`src/rtl/countdown_timer_pkg.sv`:
```
// countdown_timer_pkg: state encoding, BCD digit limits and time record shared by the timer.
// Rev 1.0
`default_nettype none

package countdown_timer_pkg;

  localparam logic [1:0] ST_IDLE    = 2'd0;
  localparam logic [1:0] ST_RUN     = 2'd1;
  localparam logic [1:0] ST_PAUSE   = 2'd2;
  localparam logic [1:0] ST_EXPIRED = 2'd3;

  localparam logic [3:0] SEC0_MAX = 4'd9;
  localparam logic [3:0] SEC1_MAX = 4'd5;

  typedef struct packed {
    logic [3:0] m0;
    logic [3:0] s1;
    logic [3:0] s0;
  } bcd_time_t;

endpackage

`default_nettype wire

```
`src/rtl/countdown_timer_if.sv`:
```
// countdown_timer_if: load/control inputs and remaining-time/status outputs of the timer.
// Rev 1.0
`default_nettype none

interface countdown_timer_if;
  import countdown_timer_pkg::*;

  logic       load;
  logic [3:0] load_m0;
  logic [3:0] load_s1;
  logic [3:0] load_s0;
  logic       count;
  logic       clear;
  logic [3:0] seconds0;
  logic [3:0] seconds1;
  logic [3:0] minutes0;
  logic       running;
  logic       done;
  logic       load_err;

  modport master (
    output load, load_m0, load_s1, load_s0, count, clear,
    input  seconds0, seconds1, minutes0, running, done, load_err
  );

  modport slave (
    input  load, load_m0, load_s1, load_s0, count, clear,
    output seconds0, seconds1, minutes0, running, done, load_err
  );

endinterface

`default_nettype wire

```
`src/rtl/countdown_timer_sec_prescaler.sv`:
```
// sec_prescaler: divides clk down to a one-cycle tick every TICKS_PER_SECOND enabled cycles.
// Rev 1.0
`default_nettype none

module sec_prescaler #(
  parameter int TICKS_PER_SECOND = 50_000_000
) (
  input  wire logic clk,
  input  wire logic reset,
  input  wire logic enable,
  input  wire logic restart,
  output logic      tick
);

  localparam int             W      = (TICKS_PER_SECOND > 1) ? $clog2(TICKS_PER_SECOND) : 1;
  localparam logic [W-1:0]   c_TERM = W'(TICKS_PER_SECOND - 1);

  logic [W-1:0] r_cnt;

  assign tick = enable && (r_cnt == c_TERM);

  // Holding the count while disabled keeps a partial second across a pause.
  always_ff @(posedge clk or negedge reset) begin
    if (!reset) begin
      r_cnt <= '0;
    end else if (restart) begin
      r_cnt <= '0;
    end else if (enable) begin
      r_cnt <= tick ? '0 : r_cnt + W'(1);
    end
  end

endmodule

`default_nettype wire

```
`src/rtl/countdown_timer.sv`:
```
// countdown_timer: loads m0:s1s0 in BCD and counts down once per second to 0:00, then flags done.
// Rev 1.0
`default_nettype none

module countdown_timer
  import countdown_timer_pkg::*;
#(
  parameter int TICKS_PER_SECOND = 50_000_000,
  parameter int MAX_MINUTES      = 9
) (
  input  wire logic          clk,
  input  wire logic          reset,
  countdown_timer_if.slave   bus
);

  localparam logic [3:0] c_MIN_MAX = 4'(MAX_MINUTES);

  logic [1:0] r_state;
  logic [1:0] w_state_nxt;
  bcd_time_t  r_time;
  bcd_time_t  w_time_nxt;
  bcd_time_t  w_time_dec;
  logic       r_running;
  logic       r_done;
  logic       r_load_err;
  logic       w_done_nxt;
  logic       w_err_nxt;
  logic       w_load_ok;
  logic       w_enable;
  logic       w_restart;
  logic       w_tick;

  assign w_load_ok = (bus.load_s0 <= SEC0_MAX) && (bus.load_s1 <= SEC1_MAX) &&
                     (bus.load_m0 <= c_MIN_MAX);

  // Any load (valid or not) or clear in a cycle suppresses the tick of that cycle.
  assign w_enable  = (r_state == ST_RUN) && bus.count && !bus.load && !bus.clear;
  assign w_restart = bus.clear || (bus.load && w_load_ok);

  sec_prescaler #(
    .TICKS_PER_SECOND (TICKS_PER_SECOND)
  ) u_prescaler (
    .clk     (clk),
    .reset   (reset),
    .enable  (w_enable),
    .restart (w_restart),
    .tick    (w_tick)
  );

  always_comb begin
    w_time_dec = r_time;
    if (r_time.s0 != 4'd0) begin
      w_time_dec.s0 = r_time.s0 - 4'd1;
    end else begin
      w_time_dec.s0 = SEC0_MAX;
      if (r_time.s1 != 4'd0) begin
        w_time_dec.s1 = r_time.s1 - 4'd1;
      end else begin
        w_time_dec.s1 = SEC1_MAX;
        w_time_dec.m0 = r_time.m0 - 4'd1;
      end
    end
  end

  // RUN is only ever entered with a non-zero time, so a tick never sees 0:00.
  always_comb begin
    w_state_nxt = r_state;
    w_time_nxt  = r_time;
    w_done_nxt  = 1'b0;
    w_err_nxt   = 1'b0;
    if (bus.clear) begin
      w_state_nxt = ST_IDLE;
      w_time_nxt  = '0;
    end else if (bus.load) begin
      if (w_load_ok) begin
        w_state_nxt = ST_IDLE;
        w_time_nxt  = '{m0: bus.load_m0, s1: bus.load_s1, s0: bus.load_s0};
      end else begin
        w_err_nxt = 1'b1;
      end
    end else begin
      case (r_state)
        ST_IDLE: begin
          if (bus.count && (r_time != '0)) w_state_nxt = ST_RUN;
        end
        ST_RUN: begin
          if (!bus.count) begin
            w_state_nxt = ST_PAUSE;
          end else if (w_tick) begin
            w_time_nxt = w_time_dec;
            if (w_time_dec == '0) begin
              w_state_nxt = ST_EXPIRED;
              w_done_nxt  = 1'b1;
            end
          end
        end
        ST_PAUSE: begin
          if (bus.count) w_state_nxt = ST_RUN;
        end
        default: ;
      endcase
    end
  end

  always_ff @(posedge clk or negedge reset) begin
    if (!reset) begin
      r_state    <= ST_IDLE;
      r_time     <= '0;
      r_running  <= 1'b0;
      r_done     <= 1'b0;
      r_load_err <= 1'b0;
    end else begin
      r_state    <= w_state_nxt;
      r_time     <= w_time_nxt;
      r_running  <= (w_state_nxt == ST_RUN);
      r_done     <= w_done_nxt;
      r_load_err <= w_err_nxt;
    end
  end

  assign bus.seconds0 = r_time.s0;
  assign bus.seconds1 = r_time.s1;
  assign bus.minutes0 = r_time.m0;
  assign bus.running  = r_running;
  assign bus.done     = r_done;
  assign bus.load_err = r_load_err;

endmodule

`default_nettype wire

```
`src/flat_wrapper.sv`:
```
// flat-port wrapper written by rule: the top's interface ports become plain ports
module countdown_timer_flat import countdown_timer_pkg::*;
#(
  parameter int TICKS_PER_SECOND = 50_000_000,
  parameter int MAX_MINUTES      = 9
)
  (clk, reset, bus_load, bus_load_m0, bus_load_s1, bus_load_s0, bus_count, bus_clear, bus_seconds0, bus_seconds1, bus_minutes0, bus_running, bus_done, bus_load_err);
  countdown_timer_if bus_i ();
  input  wire logic clk;
  input  wire logic reset;
  input wire logic [$bits(bus_i.load)-1:0] bus_load;
  input wire logic [$bits(bus_i.load_m0)-1:0] bus_load_m0;
  input wire logic [$bits(bus_i.load_s1)-1:0] bus_load_s1;
  input wire logic [$bits(bus_i.load_s0)-1:0] bus_load_s0;
  input wire logic [$bits(bus_i.count)-1:0] bus_count;
  input wire logic [$bits(bus_i.clear)-1:0] bus_clear;
  output wire logic [$bits(bus_i.seconds0)-1:0] bus_seconds0;
  output wire logic [$bits(bus_i.seconds1)-1:0] bus_seconds1;
  output wire logic [$bits(bus_i.minutes0)-1:0] bus_minutes0;
  output wire logic [$bits(bus_i.running)-1:0] bus_running;
  output wire logic [$bits(bus_i.done)-1:0] bus_done;
  output wire logic [$bits(bus_i.load_err)-1:0] bus_load_err;
  assign bus_i.load = bus_load;
  assign bus_i.load_m0 = bus_load_m0;
  assign bus_i.load_s1 = bus_load_s1;
  assign bus_i.load_s0 = bus_load_s0;
  assign bus_i.count = bus_count;
  assign bus_i.clear = bus_clear;
  assign bus_seconds0 = bus_i.seconds0;
  assign bus_seconds1 = bus_i.seconds1;
  assign bus_minutes0 = bus_i.minutes0;
  assign bus_running = bus_i.running;
  assign bus_done = bus_i.done;
  assign bus_load_err = bus_i.load_err;
  countdown_timer #(.TICKS_PER_SECOND(TICKS_PER_SECOND), .MAX_MINUTES(MAX_MINUTES)) u_core (.clk(clk), .reset(reset), .bus(bus_i));
endmodule
```
`config.mk`:
```
export PLATFORM = sky130hd
export DESIGN_NAME = countdown_timer_flat
export DESIGN_NICKNAME = d
export VERILOG_FILES = /design/src/rtl/countdown_timer_pkg.sv /design/src/rtl/countdown_timer_if.sv /design/src/rtl/countdown_timer_sec_prescaler.sv /design/src/rtl/countdown_timer.sv /design/src/flat_wrapper.sv
export SDC_FILE = /design/constraint.sdc
export NUM_CORES = 1
export LEC_CHECK = 0
export ABC_AREA = 0
export CAP_MARGIN = 20
export CORE_ASPECT_RATIO = 1.1
export CORE_MARGIN = 2
export CORE_UTILIZATION = 50
export DETAILED_ROUTE_END_ITERATION = 10
export HOLD_SLACK_MARGIN = 0.15
export PLACE_DENSITY = 0.76
export SLEW_MARGIN = 30
export SYNTH_ARGS = -nofsm -noshare
export SYNTH_HDL_FRONTEND = slang
export SYNTH_SLANG_ARGS = --single-unit
```
`constraint.sdc`:
```
create_clock -name clk -period 2.4 [get_ports clk]
set_clock_uncertainty 0.15 [all_clocks]
set_input_delay 0.48 -clock clk [delete_from_list [all_inputs] [get_ports clk]]
set_output_delay 0.48 -clock clk [all_outputs]
set_load 0.01 [all_outputs]
```
After elaboration in Yosys (flattened, before gate mapping). Index checks and enable logic that the tools add are counted.

Register bits: 43. Logic and storage cells: 72. Output and inout bits: 15. Input bits: 17.

Equal/unequal tests: 5. Reductions and logical operators: 21. $lt $le $gt $ge: 3. Add/subtract/negate cells: 4. Multiplexer cells: 31.

Operator list (number): 26-bit two-way mux (3); 12-bit two-way mux (6); 26-bit by 1-bit adder with 26-bit output, second input constant (1); 26-bit equality test, second input constant (1); 2-bit two-way mux (8); 12-bit zero test (1); 4-bit two-way mux (3); 12-bit nonzero test (1); 4-bit by 1-bit subtractor with 4-bit output, second input constant (3); 1-bit two-way mux (9); 3-bit nonzero test (3); 4-bit less-or-equal comparator, second input constant (2); 1-bit logical AND (8); 8-bit two-way mux (1); 4-bit nonzero test (2); 2-bit one-hot mux with 3 select lines (1); 2-bit by 1-bit equality test with 1-bit output, second input constant (2); 4-bit by 3-bit less-or-equal comparator with 1-bit output, second input constant (1); 4-bit AND reduction (1); 3-bit by 1-bit inequality test with 1-bit output, second input constant (1); 2-bit equality test, second input constant (1); 1-bit zero test (2); 2-bit zero test (1); 2-bit nonzero test (1); 1-bit logical OR (1).

Depth between registers and ports, before layout. Gate-level depths: netlist (run 1).

Depth after elaboration: 11. Mapped depth: 7. Mapped depth without buffers: 6.

Modules after synthesis. A second synthesis (run 1) with hierarchy kept.

Cell total of the unflattened synthesis: 294. Area, all modules: 2695.1 sq um.

By module, submodules not included: sec_prescaler (sequential area each 650.6 sq um, cells each 157, area an instance 1492.7 sq um, times used 1); countdown_timer (sequential area each 425.4 sq um, cells each 137, area an instance 1202.4 sq um, times used 1).

Worst setup path after synthesis (run 1). Ideal clock, no wire load.

Path type: reg2reg. Start point: reg u_core.u_prescaler.r_cnt[8]. End point: reg u_core.r_time, in the netlist u_core.bus.minutes0[1]. Required time: 2.125 ns. Library setup time: 0.125 ns. Data arrival time: 2.019 ns. Buffers on the path: 1. Cell stages (with the launch flop): 7. Path slack: 0.106 ns. Clock period less this slack: 2.294 ns. Path through: dfrtp_1 -> buf_6 -> or4_4 -> nor4_1 -> nand3_2 -> nand2_1 -> mux2_2.

Cells in the longest elaborated chain, start to end: 4.

Ends and longest elaborated chain: from (decl) (line countdown_timer_sec_prescaler.sv:18) `logic [W-1:0] r_cnt;`; from (signal assigned) (line countdown_timer_sec_prescaler.sv:29) `r_cnt <= tick ? '0 : r_cnt + W'(1);`; 26-bit equality test (line countdown_timer_sec_prescaler.sv:20) `assign tick = enable && (r_cnt == c_TERM);`; 1-bit logical AND (line countdown_timer_sec_prescaler.sv:20); 3-bit nonzero test (no line); 4-bit AND reduction (no line); to (signal assigned) (line countdown_timer.sv:114) `r_time <= w_time_nxt;`; to (decl) (line countdown_timer.sv:20) `bcd_time_t r_time;`.

No other way between the ends. A chain may end at the register's enable or synchronous reset.

Worst setup path in the final report (run 1).
Start point: reg u_core.r_time, in the netlist u_core.bus.seconds0[0]. End point: reg u_core.r_time, in the netlist u_core.bus.minutes0[1].

Cells in the longest elaborated chain, start to end: 7.

Ends and longest elaborated chain: 4-bit nonzero test (line countdown_timer.sv:52) `if (r_time.s0 != 4'd0) begin`; 8-bit two-way mux (line countdown_timer.sv:52); 12-bit two-way mux (line countdown_timer.sv:89) `end else if (w_tick) begin`; 12-bit two-way mux (line countdown_timer.sv:87) `if (!bus.count) begin`; 12-bit two-way mux (line countdown_timer.sv:82) `case (r_state)`; 12-bit two-way mux (line countdown_timer.sv:74) `end else if (bus.load) begin`; 12-bit two-way mux (line countdown_timer.sv:71) `if (bus.clear) begin`.

No other way between the ends. The select of a mux whose other input is x is not followed.

==> results of run 1 <==
sequential cells by signal, indices dropped and copies added, names as in the netlist:
signal                    flops
u_core.bus.minutes0           4
u_core.r_state                2
u_core.u_prescaler.r_cnt     26
u_core.bus.running            1
u_core.bus.seconds1           4
u_core.bus.seconds0           4
u_core.bus.done               1
u_core.bus.load_err           1
cells by family (layout without fill, tap and decap cells):
family                     count (synthesis)  after routing  synth area share
AOI/OAI and AO/OA                         66             66             0.183
and+or+nand+nor                          130            130             0.280
DFF                                       43             43             0.410
xor gates and xnor gates                  17             17            0.0567
muxes                                      2              2           0.00858
buffers and inverters                     25             95            0.0434
adders and majority gates                  4              4            0.0181
stage by stage:
| step | power (mW) | hold slack (ns) | worst slack [ns] |
|---|---|---|---|
| 6_report | 1.82 | 0.371 | 0.0934 |
| 3_5_place_dp | 1.15 | 0.353 | -0.334 |
| 5_1_grt | 1.89 | 0.398 | 0.0195 |
| 4_1_cts | 1.83 | 0.368 | 0.0619 |
| 2_1_floorplan | 0.974 | 0.0344 | 0.106 |
| 3_3_place_gp | 1.15 | 0.322 | -0.244 |
critical path: stages (launching register included):
cell	delay, ns
dfrtp_1	0.39
or4_4	0.57
or4_4	0.46
or3_1	0.35
a31oi_2	0.18
mux2_2	0.16
power by group through the flow:
stage	sequential [mW]	clock, mW	combinational, mW
3_5_place_dp	0.796	0	0.355
4_1_cts	0.782	0.689	0.358
5_1_grt	0.787	0.712	0.394
2_1_floorplan	0.805	0	0.169
3_3_place_gp	0.794	0	0.353
6_report	0.783	0.673	0.365
per-layer routing:
| metal | share of wire | vias to the layer above |
|---|---|---|
| met1 | 0.41 | 1182 |
| met2 | 0.51 | 87 |
| met4 | 0.039 | 0 |
| met5 | 0 | - |
| met3 | 0.047 | 23 |
| li1 | - | 1210 |
layout make-up:
class                      count  area (µm²)
fill                         412        1590
multi-input combinational    219        1470
tap                           58        72.6
inverter                      12        45.0
clock buffer                   6        72.6
timing repair buffer          75         651
clock inverter                 2        60.1
sequential                    43        1080
worst paths after layout:
check,start,endpoint
setup reg to reg,u_core.bus.seconds0[0],u_core.bus.minutes0[1]
min in group asynchronous,reset,u_core.bus.seconds0[2]
hold / removal,u_core.bus.seconds1[3],u_core.bus.seconds1[3]
setup / recovery,u_core.bus.seconds0[0],u_core.bus.minutes0[1]
max in group asynchronous,reset,u_core.u_prescaler.r_cnt[24]
hold reg to reg,u_core.bus.seconds1[3],u_core.bus.seconds1[3]
what timing repair did:
action | CTS | global route
cloned | 0 | 0
hold endpoints to repair | 24 | 0
setup endpoints to repair | 2 | 9
hold buffers | 1 | 0
gates resized for setup | 2 | 7
synth_stat cells, types with 3 or more instances:
cell,instances
nand4_1,8
dfrtp_1,43
a221o_1,3
nor4_1,3
inv_1,12
nand2_1,22
nand3_1,18
and3_1,4
a31oi_1,4
or3_1,4
or4_4,4
nand3b_1,3
or2_2,4
o21ai_0,8
o211ai_1,3
nor3_1,11
a211oi_1,8
xnor2_1,15
clkbuf_1,8
a2111oi_0,4
ha_1,3
a21oi_1,16
nor2_1,27
and4_1,5
==> summary.md, run 1 <==
| Metric | Value |
|---|---|
| Status | finished clean |
| Num CTS Buffers | 5 |
| Setup TNS | 0 ns |
| Vias per inst | 6.03 |
| I/O Pins | 32 |
| Comb pwr share | 0.200 |
| Vias in the first global route | about 2,500 |
| Vias | 2,502 |
| Placer congestion estimate | about 0.9 |
| Critical Path Fanout Max | 4 |
| Mapped cell area | 0.00263 mm² |
| Part of the power in registers | 0.430 |
| Internal cell power | around 1.3 mW |
| CP Capture Type | flop |
| Hold Path Class | reg -> reg |
| Final min period | roughly 2.3 ns |
| Cell Area, Placed | between 0.003 and 0.004 mm² |
| Post-synth ARST share | 1.00 |
| Clk root buf | clkbuf_8 |
| Synthesis-to-finish area growth | 31.2% |
| GRT Max-Usage Layer | met2 |
| Setup Viol. Count Final | 0 |
| Crit path DAT | roughly 2.4 ns |
| Post-synthesis sequential area ratio | 0.410 |
| Max Clk Rate | 434 MHz |
| Met3 usage | 0.0442 |
| # DRC | 0 |
| Mapped Cells | approximately 290 |
| Pleak | around 1.4 nW |
| Clock Power Share | 0.370 |
| Ratio of cells with drive above 1 in the final layout | 0.216 |
| Hold Path Cell Cnt | 1 |
| Inst Count DP | 406 |
| Synth Register Bits | 43 |
| VDD IR max | around 0.47 mV |
| Routed WL per cell | 16.6 µm |
| RSZ-0062 raised after global routing | no |
| Startpoint Class | flop |
| Actual slew at the worst max-slew pin | slightly below 0.6 ns |
| Tot GR Track Use | 0.252 |
| Crit path kind | reg -> reg |
| Post-CTS setup buffers | 0 |
| Post-synth EDFFs | 0 |
| Starting Density | 0.522 |
| Met1 Track Usage GR | 0.296 |
| CTS tree | yes |
| Met2 usage | 0.432 |
| Layout Cells excl Fill | around 420 |
| Design area | roughly 0.0034 mm² |
| Core Area | around 0.0050 mm² |
| Utilization after layout | 0.684 |
| Drt pass-1 iters | 5 |
| Die area | around 0.0058 mm² |
| Largest net degree at the start of global routing | 26 |
| Slack of the worst reg-to-reg path | approximately 0.093 ns |
| Worst path required time | roughly 2.5 ns |
| Clock transition at the registers of the reported paths | about 0.09 ns |
| Nets | between 300 and 400 |
| Most frequent cells in the layout | dfrtp_1 (43), buf_4 (42), clkdlybuf4s50_1 (30), nor2_1 (27), nand2_1 (22) |
| Switching Fraction | 0.259 |
| Reg2Reg Depth | 5 |
| Period utilization | 0.961 |
| Synth area leader | dfrtp_1 |
| Slew headroom | 0.604 |
| Inserted Diodes | 0 |
| Initial antenna violation count | 0 |
| Sw Pwr | roughly 0.47 mW |
| DRT iter0 DRCs | between 150 and 200 |
| CTS Buffer Depth | 2 |
| Commonest non-fill, non-tap cell in the layout | dfrtp_1 |
| Die Y | approximately 80 µm |
| Final Hold Fails | 0 |
| Port Buffers | 31 |
| Max Slew Vio Count | 0 |
| WL final | 6.87 mm |
| Synth unique cells | 60 |
| Global route overflow | 0 |
| Die Width | ~73 µm |
| Post-DP HPWL | between 5 and 6 mm |
| Yosys Warn Count | 0 |
| Pwr dens | 528 mW/mm² |
| Clock latency on the worst-skew pair | 0.31 ns |
| Synth area leaders | dfrtp_1 (41%), xnor2_1 (5.0%), nor2_1 (3.9%) |
| # clock sinks | 43 |
| # rows | 27 |
| H-tree depth | 2 |
| First-pass GRT wire length | between 10 and 15 mm |
| Post-DRT Antenna Nets | 0 |
| Synthesized Nets | 307 |
| Mapped Avg Cell Area | a little over 9 µm² |
| Yosys top cell area share | 0.410 |
| Ys flop type | dfrtp_1 |
| # Max-Cap Violations | 0 |
Note: power is estimated with default switching activity, not from simulation.
==> run 2: changes to the inputs <==
GPL_TIMING_DRIVEN = 0   (was not set)
PLACE_DENSITY = not set   (was 0.76)
PLACE_DENSITY_LB_ADDON = 0.15   (was not set)
==> run 2 against run 1 <==
  * Sequential power increased by 1%
  * Flip-flop and latch count unchanged
  * Fmax decreased by 2.2%
  * Final area decreased by 4.8%
  * Critical path depth unchanged
  * Register-to-register slack got worse by 0.05 ns
  * Sequential share of layout area increased by 1.6 points
  * Critical endpoint unchanged
  * Hold slack got worse by 0.020 ns
  * Largest cell class unchanged
==> summary.md, run 2 (same netlist as run 1, synthesis figures left out) <==
| Metric | Value |
|---|---|
| Status | finished clean |
| Crit path kind | reg -> reg |
| Most flops, register | u_core.u_prescaler.r_cnt |
| Post-DRT Antenna Nets | 0 (unchanged) |
| Routed WL per cell | 17.2 µm (+3.9%) |
| I/O Pins | 32 (unchanged) |
| CTS Buffer Depth | 2 (unchanged) |
| Most frequent cells in the layout | dfrtp_1 (41), clkdlybuf4s50_1 (29), nor2_1 (27), nand2_1 (22), nand3_1 (17) |
| # rows | 27 (unchanged) |
| Period utilization | 0.982 (+0.0211) |
| Global route overflow | 0 (unchanged) |
| Worst path required time | 2.51 ns (about the same) |
| # Max-Cap Violations | 0 (unchanged) |
| Min-delay src | u_core.u_prescaler.r_cnt[23] |
| Commonest non-fill, non-tap cell in the layout | dfrtp_1 |
| Vias per inst | 6.22 (+3.2%) |
| Tot GR Track Use | 0.244 (-0.00801) |
| Vias in the first global route | 2,328 (-6.5%) |
| Crit path cell chain | or4_4 > or4_4 > or3_1 > a31oi_1 > mux2_2 |
| Starting Density | 0.522 (unchanged) |
| Port Buffers | 30 (-3.2%) |
| CTS tree | yes |
| Place WS | -0.813 ns (-0.479 ns) |
| Ratio of cells with drive above 1 in the final layout | 0.166 (-0.0500) |
| Startpoint Class | flop |
| Pwr dens | 553 mW/mm² (+4.7%) |
| Hold Path Class | reg -> reg |
| Synthesis-to-finish area growth | 25.0% |
| Crit path max-delay family | simple AND/OR/NAND/NOR gates |
| Largest net degree at the start of global routing | 44 (+69%) |
| CP dominant cell by count | or4_4 |
| VDD IR max | 0.328 mV (-30%) |
| Clock transition at the registers of the reported paths | 0.09 ns (about the same) |
| Initial antenna violation count | 0 (unchanged) |
| Core Area | 0.00503 mm² (unchanged) |
| CP Capture Type | flop |
| Die Y | 80.0 µm (unchanged) |
| First-pass GRT wire length | 11.0 mm (-3.3%) |
| Slowest cell on the critical path | or4_4 |
| Num CTS Buffers | 5 (unchanged) |
| Clock latency on the worst-skew pair | 0.31 ns (about the same) |
| Layout Cells excl Fill | 390 (-6.0%) |
| Actual slew at the worst max-slew pin | 0.531 ns (-0.0621 ns) |
| Drt pass-1 iters | 4 (-1) |
| Placer congestion estimate | 0.822 (-7.8%) |
| Final WS setup | 0.0427 ns (-0.0508 ns) |
| Setup Viol. Count Final | 0 (unchanged) |
| Clk root buf | clkbuf_8 |
| Reg2reg start | u_core.bus.seconds0[0] |
| Inst Count DP | 375 (-7.6%) |
| Post-DP HPWL | 4.64 mm (-9.7%) |
| CP max stage delay | 0.56 ns (about the same) |
| # clock sinks | 43 (unchanged) |
| Power Total | 1.81 mW (-0.32%) |
| Final min period | 2.36 ns (+0.0508 ns) |
| Final Hold Fails | 0 (unchanged) |
| Max Clk Rate | 424 MHz (-2.2%) |
| H-tree depth | 2 (unchanged) |
| Cell Area, Placed | 0.00300 mm² (-8.6%) |
| Hold Path Cell Cnt | 1 (unchanged) |
| Min Hold Slack | 0.351 ns (-0.0199 ns) |
| Max Slew Vio Count | 0 (unchanged) |
| Setup TNS | 0 ns (unchanged) |
| DRT iter0 DRCs | 134 (-24%) |
| # DRC | 0 (unchanged) |
| Crit path DAT | 2.46 ns (+0.05 ns) |
| Reg2Reg Depth | 5 (unchanged) |
| Slack of the worst reg-to-reg path | 0.04 ns (-0.05 ns) |
| Max FFs per register | 26 (unchanged) |
| Worst Path Buf+Inv | 0 (unchanged) |
| Design area | 0.00328 mm² (-4.8%) |
| Die Width | 73.1 µm (unchanged) |
| Slew headroom | 0.637 (+0.0322) |
| RR Endpoint | u_core.bus.minutes0[1] |
| Utilization after layout | 0.652 (-0.0326) |
| Die area | 0.00585 mm² (unchanged) |
| Pleak | 1.30 nW (-10%) |
| WL final | 6.71 mm (-2.4%) |
| End of the worst hold path | u_core.u_prescaler.r_cnt[23] |
| Nets | 351 (-6.6%) |
| Vias | 2,426 (-3.0%) |
| Inserted Diodes | 0 (unchanged) |
| Critical Path Fanout Max | 6 (+2) |
[run 2: cell types whose count changed in the layout (fill, tap and decap cells not counted), sizes merged]
cell / before / now
clkdlybuf4s50: 30 / 29
clkbuf: 6 / 14
clkinvlp: 0 / 1
buf: 44 / 11
[run 2: where the power goes]
group	switching (mW)	internal, mW	total (mW)
logic	0.175	0.159	0.334
registers	0.0396	0.751	0.791
clock network	0.274	0.415	0.689
total	0.488	1.33	1.81
[run 2: worst reg2reg max path, delay by kind of cell, from the launching register on]
| family | cells | cell delay (ns) |
|---|---|---|
| flip-flops | 1 | 0.45 |
| AND/OR/NAND/NOR | 3 | 1.34 |
| AO/OA/AOI/OAI | 1 | 0.21 |
| multiplexers | 1 | 0.17 |
[run 2: final cells by class]
type                    instances  area [µm²]
fillers                       406        1750
multi-input cells             219        1510
flip-flops and latches         43        1080
repair buffers                 38         360
plain buffers                  12        77.6
well taps                      58        72.6
clock buffers                   5        68.8
clock inverters                 3        67.6
inverters                      12        45.0
[run 2: metal layers]
metal	GRT usage	up-vias	wire, µm
met2	0.408	74	3370
met1	0.306	1187	2890
met4	0.107	0	166
met3	0.0429	17	282
li1	-	1148	-
met5	0	-	0
[run 2: how the worst max path moves through the flow]
stage                                            from                           end  slack (ns)  cells after the start
after CTS                                   bus_clear  u_core.u_prescaler.r_cnt[23]        0.01                      6
after floorplan           u_core.u_prescaler.r_cnt[8]        u_core.bus.minutes0[1]        0.11                      6
after global placement                      bus_clear   u_core.u_prescaler.r_cnt[5]       -0.82                      7
after global routing      u_core.u_prescaler.r_cnt[7]        u_core.bus.seconds0[1]       -0.01                      6
after detailed placement                    bus_clear   u_core.u_prescaler.r_cnt[2]       -0.81                      7
final                          u_core.bus.seconds0[0]        u_core.bus.minutes0[1]        0.04                      5
[run 2: timing repair]
item / CTS / global route
hold buffers: 1 / 0
gates resized for setup: 9 / 19
buffers inserted: 2 / 5
pin swaps: 1 / 3
endpoints found under the setup margin: 40 / 31
endpoints found under the hold margin: 43 / 0
==> run 3: changes to the inputs <==
CORE_MARGIN = not set   (was 2)
CTS_CLUSTER_SIZE = 14   (was not set)
==> run 3 against run 2 <==
  * Hold slack worse by 0.0041 ns
  * Setup slack better by 0.0051 ns
  * Final area up 0.15%
  * Highest routed layer unchanged
  * Critical endpoint unchanged
  * Critical path depth unchanged
  * Total power down 0.59%
  * Critical path type unchanged
  * Flip-flop and latch count unchanged
  * The flow now finishes with violations (design-rule violations)
  * Register-to-register slack about the same
  * Largest power group unchanged
  * Wire length up 0.30%
==> summary.md, run 3 (same netlist as run 1, synthesis figures left out) <==
| Metric | Value |
|---|---|
| Status | finished, violations left |
| Failing checks | design-rule violations |
| Vias per inst | 6.20 (-0.37%) |
| Reg2Reg Depth | 5 (unchanged) |
| WL final | 6.73 mm (+0.30%) |
| Die Width | 71.1 µm (-2.7%) |
| RR Endpoint | u_core.bus.minutes0[1] |
| Vias | 2,417 (-0.37%) |
| # clock sinks | 43 (unchanged) |
| Setup Viol. Count Final | 0 (unchanged) |
| Most frequent cells in the layout | dfrtp_1 (41), clkdlybuf4s50_1 (29), nor2_1 (27), nand2_1 (22), nand3_1 (17) |
| Max Slew Vio Count | 0 (unchanged) |
| Clk root buf | clkbuf_8 |
| Crit path kind | reg -> reg |
| Placer congestion estimate | 0.875 (+6.5%) |
| Largest net degree at the start of global routing | 24 (-45%) |
| Final WS setup | 0.0478 ns (+0.00508 ns) |
| Slowest cell on the critical path | or4_4 |
| Setup TNS | 0 ns (unchanged) |
| Pwr dens | 549 mW/mm² (-0.75%) |
| # Max-Cap Violations | 0 (unchanged) |
| Cell Area, Placed | 0.00302 mm² (+0.84%) |
| Pleak | 1.31 nW (+0.85%) |
| Power Total | 1.80 mW (-0.59%) |
| Worst Path Buf+Inv | 0 (unchanged) |
| CP max stage delay | 0.54 ns (-0.02 ns) |
| Drt pass-1 iters | 9 (+5) |
| Die Y | 78.0 µm (-2.5%) |
| Starting Density | 0.522 (unchanged) |
| Hold Path Class | reg -> reg |
| Min Hold Slack | 0.347 ns (-0.00415 ns) |
| Period utilization | 0.980 (-0.00212) |
| Most flops, register | u_core.u_prescaler.r_cnt |
| CP dominant cell by count | or4_4 |
| Final min period | 2.35 ns (-0.00508 ns) |
| RSZ-0062 raised after global routing | yes |
| Initial antenna violation count | 0 (unchanged) |
| Num CTS Buffers | 5 (unchanged) |
| Ratio of cells with drive above 1 in the final layout | 0.160 (-0.00602) |
| First-pass GRT wire length | 11.3 mm (+2.4%) |
| Crit path DAT | 2.44 ns (-0.02 ns) |
| Vias in the first global route | 2,303 (-1.1%) |
| Post-DRT Antenna Nets | 0 (unchanged) |
| Die area | 0.00554 mm² (-5.2%) |
| # DRC | 8 (+8) |
| Post-DP HPWL | 4.73 mm (+1.9%) |
| CP Capture Type | flop |
| Slew headroom | 0.596 (-0.0405) |
| Reg2reg start | u_core.bus.seconds0[1] |
| Crit path max-delay family | simple AND/OR/NAND/NOR gates |
| Actual slew at the worst max-slew pin | 0.590 ns (+0.0592 ns) |
| Critical Path Fanout Max | 7 (+1) |
| DRT iter0 DRCs | 239 (+78%) |
| Global route overflow | 0 (unchanged) |
| Worst path required time | 2.49 ns (-0.02 ns) |
| Design area | 0.00329 mm² (+0.15%) |
| Max Clk Rate | 425 MHz (+0.22%) |
| Place WS | -0.859 ns (-0.0463 ns) |
| Crit path cell chain | or4_4 > or4_4 > or3_1 > a31oi_1 > mux2_2 |
| Port Buffers | 30 (unchanged) |
| Routed WL per cell | 17.3 µm (+0.30%) |
| Clock transition at the registers of the reported paths | 0.09 ns (about the same) |
| CTS tree | yes |
| CTS Buffer Depth | 2 (unchanged) |
| Max FFs per register | 26 (unchanged) |
| Fill count | 421 (+3.7%) |
| Synthesis-to-finish area growth | 25.2% |
| Slack of the worst reg-to-reg path | 0.05 ns (about the same) |
| Min-delay src | u_core.u_prescaler.r_cnt[23] |
| # rows | 27 (unchanged) |
| Core Area | 0.00503 mm² (unchanged) |
| Inserted Diodes | 0 (unchanged) |
| Hold Path Cell Cnt | 1 (unchanged) |
| H-tree depth | 2 (unchanged) |
| Startpoint Class | flop |
| Final Hold Fails | 0 (unchanged) |
| Commonest non-fill, non-tap cell in the layout | dfrtp_1 |
| Tot GR Track Use | 0.263 (+0.0184) |
| Nets | 351 (unchanged) |
| VDD IR max | 0.355 mV (+8.3%) |
| End of the worst hold path | u_core.u_prescaler.r_cnt[23] |
| I/O Pins | 32 (unchanged) |
| Clock latency on the worst-skew pair | 0.30 ns (about the same) |
==> run 3: cell type report <==
cell class	count	area, µm²	area share
well taps	58	72.6	0.0221
multi-input cells	219	1500	0.457
clock buffers	6	72.6	0.0221
clock inverters	2	60.1	0.0183
flip-flops and latches	43	1080	0.328
plain buffers	12	77.6	0.0236
inverters	12	45.0	0.0137
repair buffers	38	378	0.115
==> run 3: layer usage <==
metal	track usage	wire, µm
met1	0.343	2950
met2	0.438	3360
met3	0.0455	347
met4	0.0920	73
met5	0	0
==> run 3: what timing repair did <==
action                     4_1_cts  5_1_grt
setup endpoints to repair       40       37
setup buffers                    3        3
pin swaps                        2        4
hold endpoints to repair        20        0
hold buffers                     1        0
resized for setup                6       18
==> run 3: power by group <==
part | switching, mW | internal [mW]
logic | 0.178 | 0.165
clock network | 0.256 | 0.416
registers | 0.0379 | 0.751
total | 0.471 | 1.33
==> run 3: worst max-delay path by stage <==
stage	end	cells after the start	startpoint
2_1_floorplan	u_core.bus.minutes0[1]	6	u_core.u_prescaler.r_cnt[8]
3_3_place_gp	u_core.u_prescaler.r_cnt[5]	7	bus_clear
3_5_place_dp	u_core.u_prescaler.r_cnt[18]	7	bus_clear
4_1_cts	u_core.bus.seconds1[0]	6	u_core.u_prescaler.r_cnt[2]
5_1_grt	u_core.u_prescaler.r_cnt[14]	7	bus_load_s1[2]
6_report	u_core.bus.minutes0[1]	5	u_core.bus.seconds0[1]
==> run 3: stage by stage <==
step | instances | utilization
after floorplan | 287 | -
final | 390 | 0.653
after CTS | 388 | 0.636
after global placement | 375 | 0.596
after detailed placement | 376 | 0.600
after global routing | 390 | 0.653
==> run 3: worst reg2reg max path, cell delays in order, from the launching register on <==
cell,delay (ns)
dfrtp_2,0.46
or4_4,0.54
or4_4,0.45
or3_1,0.32
a31oi_1,0.19
mux2_2,0.17
